File: src/rtl/uart_rx_deserializer.sv
// uart_rx_deserializer: UART receive front end (sync, start validation, mid-bit sampling, stop/parity checks); optional parity via `UART_RX_PARITY_EN
module uart_rx_deserializer #(
   parameter int DATA_BITS    = 8,
   parameter int CLKS_PER_BIT = 868,
   parameter bit PARITY_ODD   = 1'b0
) (
   input  logic                 clk,
   input  logic                 rst,
   input  logic                 Rx,
   input  logic                 BIST_Mode,
   output logic [DATA_BITS-1:0] Rx_Data,
   output logic                 Data_Rdy,
   output logic                 Framing_Error,
   output logic                 Parity_Error,
   output logic                 Busy
);
   localparam int CW = $clog2(CLKS_PER_BIT);
   localparam int BW = $clog2(DATA_BITS);
   localparam logic [CW-1:0] HALF     = CW'((CLKS_PER_BIT - 1) / 2);
   localparam logic [CW-1:0] LAST     = CW'(CLKS_PER_BIT - 1);
   localparam logic [BW-1:0] BIT_LAST = BW'(DATA_BITS - 1);
`ifdef UART_RX_PARITY_EN
   typedef enum logic [2:0] {IDLE, START, DATA, PARITY, STOP, BREAK} state_t;
`else
   typedef enum logic [2:0] {IDLE, START, DATA, STOP, BREAK} state_t;
`endif
   state_t               state_q, state_d;
   logic                 rx_meta_q, rx_s_q;
   logic [CW-1:0]        cnt_q, cnt_d;
   logic [BW-1:0]        bit_q, bit_d;
   logic [DATA_BITS-1:0] shift_q, shift_d, data_q, data_d;
   logic                 rdy_q, rdy_d, ferr_q, ferr_d;
   logic                 tc;
`ifdef UART_RX_PARITY_EN
   logic                 par_q, par_d, perr_q, perr_d;
`endif

   assign tc            = (cnt_q == LAST);
   assign Rx_Data       = data_q;
   assign Data_Rdy      = rdy_q;
   assign Framing_Error = ferr_q;
   assign Busy          = (state_q != IDLE);
`ifdef UART_RX_PARITY_EN
   assign Parity_Error  = perr_q;
`else
   // no parity slot on the wire; the parity sense is irrelevant here
   assign Parity_Error  = 1'b0 & PARITY_ODD;
`endif

   // two-flop synchronizer on the async line, idling high out of reset
   always_ff @(posedge clk) begin
      if (!rst) begin
         rx_meta_q <= 1'b1;
         rx_s_q    <= 1'b1;
      end else begin
         rx_meta_q <= Rx;
         rx_s_q    <= rx_meta_q;
      end
   end

   // state, counters, shift register, output byte and registered strobes
   always_ff @(posedge clk) begin
      if (!rst) begin
         state_q <= IDLE;
         cnt_q   <= '0;
         bit_q   <= '0;
         shift_q <= '0;
         data_q  <= '0;
         rdy_q   <= 1'b0;
         ferr_q  <= 1'b0;
`ifdef UART_RX_PARITY_EN
         par_q   <= 1'b0;
         perr_q  <= 1'b0;
`endif
      end else begin
         state_q <= state_d;
         cnt_q   <= cnt_d;
         bit_q   <= bit_d;
         shift_q <= shift_d;
         data_q  <= data_d;
         rdy_q   <= rdy_d;
         ferr_q  <= ferr_d;
`ifdef UART_RX_PARITY_EN
         par_q   <= par_d;
         perr_q  <= perr_d;
`endif
      end
   end

   // frame sequencing: half-bit start check, then one sample per bit at mid-bit
   always_comb begin
      state_d = state_q;
      cnt_d   = cnt_q + CW'(1);
      bit_d   = bit_q;
      shift_d = shift_q;
      data_d  = data_q;
      rdy_d   = 1'b0;
      ferr_d  = 1'b0;
`ifdef UART_RX_PARITY_EN
      par_d   = par_q;
      perr_d  = 1'b0;
`endif
      case (state_q)
         IDLE: begin
            cnt_d = '0;
            if (!rx_s_q) state_d = START;
         end
         START: begin
            if (cnt_q == HALF) begin
               cnt_d   = '0;
               bit_d   = '0;
               state_d = rx_s_q ? IDLE : DATA;
            end
         end
         DATA: begin
            if (tc) begin
               cnt_d   = '0;
               shift_d = {rx_s_q, shift_q[DATA_BITS-1:1]};
               bit_d   = bit_q + BW'(1);
`ifdef UART_RX_PARITY_EN
               if (bit_q == BIT_LAST) state_d = PARITY;
`else
               if (bit_q == BIT_LAST) state_d = STOP;
`endif
            end
         end
`ifdef UART_RX_PARITY_EN
         PARITY: begin
            if (tc) begin
               cnt_d   = '0;
               par_d   = rx_s_q;
               state_d = STOP;
            end
         end
`endif
         STOP: begin
            if (tc) begin
               cnt_d = '0;
               if (rx_s_q) begin
                  data_d  = shift_q;
                  rdy_d   = 1'b1;
`ifdef UART_RX_PARITY_EN
                  perr_d  = par_q != ((^shift_q) ^ PARITY_ODD);
`endif
                  state_d = IDLE;
               end else begin
                  ferr_d  = 1'b1;
                  state_d = BREAK;
               end
            end
         end
         BREAK: begin
            cnt_d = '0;
            if (rx_s_q) state_d = IDLE;
         end
         default: state_d = IDLE;
      endcase
      if (BIST_Mode) begin
         state_d = IDLE;
         cnt_d   = '0;
         data_d  = data_q;
         rdy_d   = 1'b0;
         ferr_d  = 1'b0;
`ifdef UART_RX_PARITY_EN
         perr_d  = 1'b0;
`endif
      end
   end
endmodule

File: config.mk
export PLATFORM = sky130hd
export DESIGN_NAME = uart_rx_deserializer
export DESIGN_NICKNAME = d
export VERILOG_FILES = /design/src/rtl/uart_rx_deserializer.sv
export SDC_FILE = /design/constraint.sdc
export NUM_CORES = 1
export LEC_CHECK = 0
export CORE_MARGIN = 5
export CORE_UTILIZATION = 55
export CTS_CLUSTER_DIAMETER = 150
export DETAILED_ROUTE_END_ITERATION = 12
export GPL_ROUTABILITY_DRIVEN = 1
export MAX_ROUTING_LAYER = met4
export PLACE_DENSITY_LB_ADDON = 0.15
export SETUP_SLACK_MARGIN = 0.02
export SLEW_MARGIN = 20
export SYNTH_ARGS = -nofsm -noshare
export SYNTH_HDL_FRONTEND = slang
export SYNTH_SLANG_ARGS = --single-unit
File: constraint.sdc
create_clock -name clk -period 3.7 [get_ports clk]
set_input_delay 0.74 -clock clk [delete_from_list [all_inputs] [get_ports clk]]
set_output_delay 0.74 -clock clk [all_outputs]
set_load 0.01 [all_outputs]
[Word-level counts from Yosys, hierarchy flattened]
Cells that the tools add are included.
Word-level totals
  register bits: 36
  input port bits: 4
  output and inout port bits: 12
  word-level logic and storage cells: 56
Cells by class
  $add $sub $neg: 2
  equal/unequal tests: 13
  mux-type cells: 17
  bitwise logic cells: 4
  reductions and logical operators: 11
Operators by type and width (number)
  10-bit one-hot mux with 3 select lines: 1
  3-bit 2-to-1 mux: 9
  10-bit 2-to-1 mux: 2
  3-bit one-hot mux with 5 select lines: 1
  2-bit inequality test (second input constant): 6
  10-bit by 1-bit adder with 10-bit output (second input constant): 1
  10-bit equality test (second input constant): 1
  10-bit by 9-bit equality test with 1-bit output (second input constant): 1
  3-bit by 2-bit equality test with 1-bit output (second input constant): 2
  3-bit equality test (second input constant): 2
  3-bit one-hot mux with 2 select lines: 1
  6-bit AND reduction: 1
  2-bit OR reduction: 3
  1-bit inverter: 4
  4-bit AND reduction: 1
  4-bit OR reduction: 1
  3-bit by 1-bit adder with 3-bit output (second input constant): 1
  3-bit by 1-bit equality test with 1-bit output (second input constant): 1
  3-bit logical NOT: 1
  3-bit AND reduction: 1
  3-bit nonzero test: 1
  1-bit 2-to-1 mux: 2
  2-bit 2-to-1 mux: 1
  2-bit AND reduction: 1
  2-bit nonzero test: 1

[Logic depth before layout (Yosys ltp)]
  word-level depth: 4
  depth in mapped cells: 6
  gate-level depth less buffers: 6

[Worst setup path before layout]
No wires, ideal clock.
  path type: register to output
  start: register state_q[2]
  end: output port Busy
  arrival: 873 ps
  data required time: 2960 ps
  setup slack: 2087 ps
  cell stages (with the launch flop): 3
  path buffers: 1
  cells stage by stage: dfxtp_1 -> buf_2 -> or3_1
On the way
  cells in the longest elaborated chain, start to end: 1
RTL lines
  from (decl): line 27  | state_t state_q, state_d;
  from (signal assigned): line 76  | state_q <= state_d;
  3-bit nonzero test: line 42  | assign Busy = (state_q != IDLE);
  to (decl): line 15  | output logic Busy
No other way between the ends.

[Worst setup path after layout]
Ends and elaborated chain as after synthesis.

==> results by group <==
Timing
  – Slew Limit Fails: 0
  – RSZ-0062 raised after global routing: no
  – Setup TNS: 0 ns
  – Post-layout minimum cycle time: around 2.4 ns
  – Final Hold Violating Endpoints: 0
  – Maximum clock rate: around 420 MHz
  – Post-route clock period utilization: 0.649
  – Slew @ Worst Pin: 0.624 ns
  – Hold_ws: ~0.43 ns
  – Skew final: 0.00789 ns
  – Slew margin rel.: 0.583
  – Setup violations, final: 0

Die
  – Initial Util: 0.579
  – Die W: 64.1 microns
  – Die Area: just over 0.004 sq mm
  – FP Rows: 19
  – I/O pins: 16
  – Core ar.: between 0.002 and 0.003 sq mm
  – Die height: about 64 microns

Critical path
  – R2R setup slack: around 1.7 ns
  – CP Cell Sequence: or3_1, clkdlybuf4s50_1
  – CP bufs+invs: 1
  – CP max FO: 11
  – CP max stage delay: approximately 0.48 ns
  – CP startpoint kind: flip-flop
  – Slowest library cell on the worst path: clkdlybuf4s50_1
  – Worst R2R Path Depth: 5
  – R2r endpoint: bit_q[1]
  – Setup crit end kind: primary output
  – Required @ worst endpoint: ~3.0 ns
  – Crit path depth: 2
  – Crit path max-delay family: buffers and inverters
  – Worst flop-to-flop path startpoint: cnt_q[0]
  – Crit Path Class: flip-flop to primary output
  – Critical path arrival: approximately 1.7 ns

Drt
  – Vias: ~1200
  – WL per Instance: 14.0 microns
  – DRC errors left: 0
  – DR pass1 iterations: 4
  – Antenna Nets Post-Route: 0
  – Total Wirelength: 2.94 mm
  – DR vias/cell: 5.67
  – DR iter-0 viols: 41

Clock tree
  – Clock latency on the worst-skew pair: ~0.34 ns
  – Post-cts sizing count: 0
  – CTS root buffer: clkbuf_4
  – CTS tree: yes
  – Clk slew on worst S/H paths: about 0.11 ns
  – Post-CTS Setup Bufs: 0
  – CTS H-tree lvls: 2
  – CTS sink count: 36
  – Post-CTS Hold Buffers: 0
  – TritonCTS buffer count: 5
  – Clock buffer depth: 2

Yosys
  – Yosys warns: 0
  – Area leader, netlist: dfxtp_1
  – Synthesized area: 0.00161 sq mm
  – Number of flops mapped to enable cells by yosys: 0
  – Largest cells by area after synthesis: dfxtp_1 45%, nor2_1 6.1%, mux2i_1 5.0%
  – Most numerous cell in the Yosys netlist: dfxtp_1
  – Top FF cell, synth: dfxtp_1
  – Async S/R FF share, synth: 0
  – Top cells by count, synth: 36 x dfxtp_1, 26 x nor2_1, 13 x nand2_1
  – Share of the synthesized area in the top cell type: 0.447
  – Synth Register Bits: 36
  – Post-synth cell types: 47
  – Post-Syn Area per Cell: 9.71 sq um
  – Sequential area share after synthesis: 0.447
  – Mapped Nets: approximately 170
  – Synth Instances: between 150 and 200

Pwr
  – Logic gate share of total power: 0.028
  – Share of power burned in registers: 0.618
  – Sw frac: 0.227
  – Pwr dens: around 350 mW/mm^2
  – Design internal power: ~0.5 mW
  – Clock power frac: 0.354
  – Switch Pwr: 0.144 mW
  – Leak: slightly above 0.7 nW
  – Peak supply drop: about 0.00037 V

Placed design
  – Routability cong.: roughly 0.91
  – Number of cells after detailed placement: just over 200
  – Post-DP HPWL: about 2.2 mm
  – Port bufs: 14

Finish
  – Final Instance Count excl. Fillers: 210
  – Layout cells sized above 1: 0.101
  – Fillcell total: approximately 240
  – Layout Nets: 186
  – Ant. Diodes: 0
  – Area grow syn2layout: 11.6%

Job
  – Max-Cap Viols: 0

Hold path
  – Hold Crit Depth: 1
  – Hold EP: rx_s_q
  – Min-delay src: rx_meta_q
  – Hold Path Class: flip-flop to flip-flop

GRT
  – First-pass GRT wire length: roughly 5.1 mm
  – Largest net degree at the start of global routing: 16
  – Total track usage: 0.160
  – Vias in the first global route: between 1000 and 1500
  – GR Overflow Total: 0
  – Initial antenna violation count: 0

Run status
  – Outcome: completed
-- state kept, by name (all words and copies together) (netlist names) --
register and flops:
shift_q 8, rx_meta_q 1, Data_Rdy 1, bit_q 3
cnt_q 10, rx_s_q 1, Rx_Data 8, state_q 3
Framing_Error 1
-- power groups by stage --
stage / logic [mW] / clock network [mW] / registers (mW)
6_report: 0.0176 / 0.224 / 0.391
2_1_floorplan: 0.0142 / 0 / 0.398
4_1_cts: 0.0177 / 0.226 / 0.391
3_5_place_dp: 0.0175 / 0 / 0.400
5_1_grt: 0.0194 / 0.250 / 0.392
3_3_place_gp: 0.0171 / 0 / 0.400
-- worst register-to-register path, delay by kind of cell, from the launching register on --
kind            cells  cell delay [ns]
compound gates      1             0.14
flops               1             0.40
simple gates        3             1.16
fa+ha+maj           1             0.25
-- area by class of cell --
class	instances	area, sq um	area share
Multi-Input combinational cell	116	817	0.454
Timing Repair Buffer	14	140	0.0779
Inverter	5	18.8	0.0104
Clock buffer	7	55.1	0.0306
Tap cell	31	38.8	0.0216
Clock inverter	1	7.51	0.00418
Sequential cell	36	721	0.401
-- metal layers --
layer | global-route usage | vias up | share of wire
met4 | 0.0687 | 0 | 0.019
met2 | 0.231 | 33 | 0.43
met3 | 0.0403 | 7 | 0.058
li1 | - | 606 | -
met1 | 0.210 | 545 | 0.50
met5 | - | - | 0
-- cells in the final DEF (no fill, tap or decap), types with 2 or more instances in the layout --
cell type and count:
nand2_1 13, nand3_1 4, nand4_1 4, a21boi_0 2
clkbuf_4 5, clkdlybuf4s50_1 14, mux2i_1 8, nand2b_1 3
xor2_1 3, a2bb2oi_1 8, dfxtp_1 36, ha_1 4
nor3_1 4, o2bb2ai_1 2, a31oi_1 2, nor2b_1 2
a211oi_1 2, xnor2_1 5, nor2_1 26, inv_1 5
-- how the worst max path moves through the flow --
stage                     from    endpoint  slack (ns)
floorplan           state_q[2]        Busy        2.09
global route        state_q[2]        Busy        1.26
detailed placement         rst  Rx_Data[2]        1.13
global placement           rst  Rx_Data[0]        1.27
finish              state_q[2]        Busy        1.30
CTS                 state_q[2]        Busy        1.29
-- cell families (layout without fill, tap and decap cells) --
family                     count (synthesis)  after routing  synth area share
other                                      1              1           0.00233
xor gates and xnor gates                   8              8            0.0435
and+or+nand+nor                           69             69             0.247
adders and majority gates                  4              4            0.0311
AOI/OAI and AO/OA                         26             26             0.134
buffers and inverters                     14             27            0.0458
muxes                                      8              8            0.0497
DFF                                       36             36             0.447
-- stage by stage --
step / setup WS (ns) / utilization / area [sq um] / total power [mW]
2_1_floorplan: 2.09 / - / 1610 / 0.412
3_3_place_gp: 1.27 / 0.624 / 1740 / 0.417
3_5_place_dp: 1.13 / 0.624 / 1740 / 0.418
4_1_cts: 1.29 / 0.646 / 1800 / 0.635
5_1_grt: 1.26 / 0.646 / 1800 / 0.661
6_report: 1.30 / 0.646 / 1800 / 0.633
Note: power is estimated with default switching activity, not from simulation.
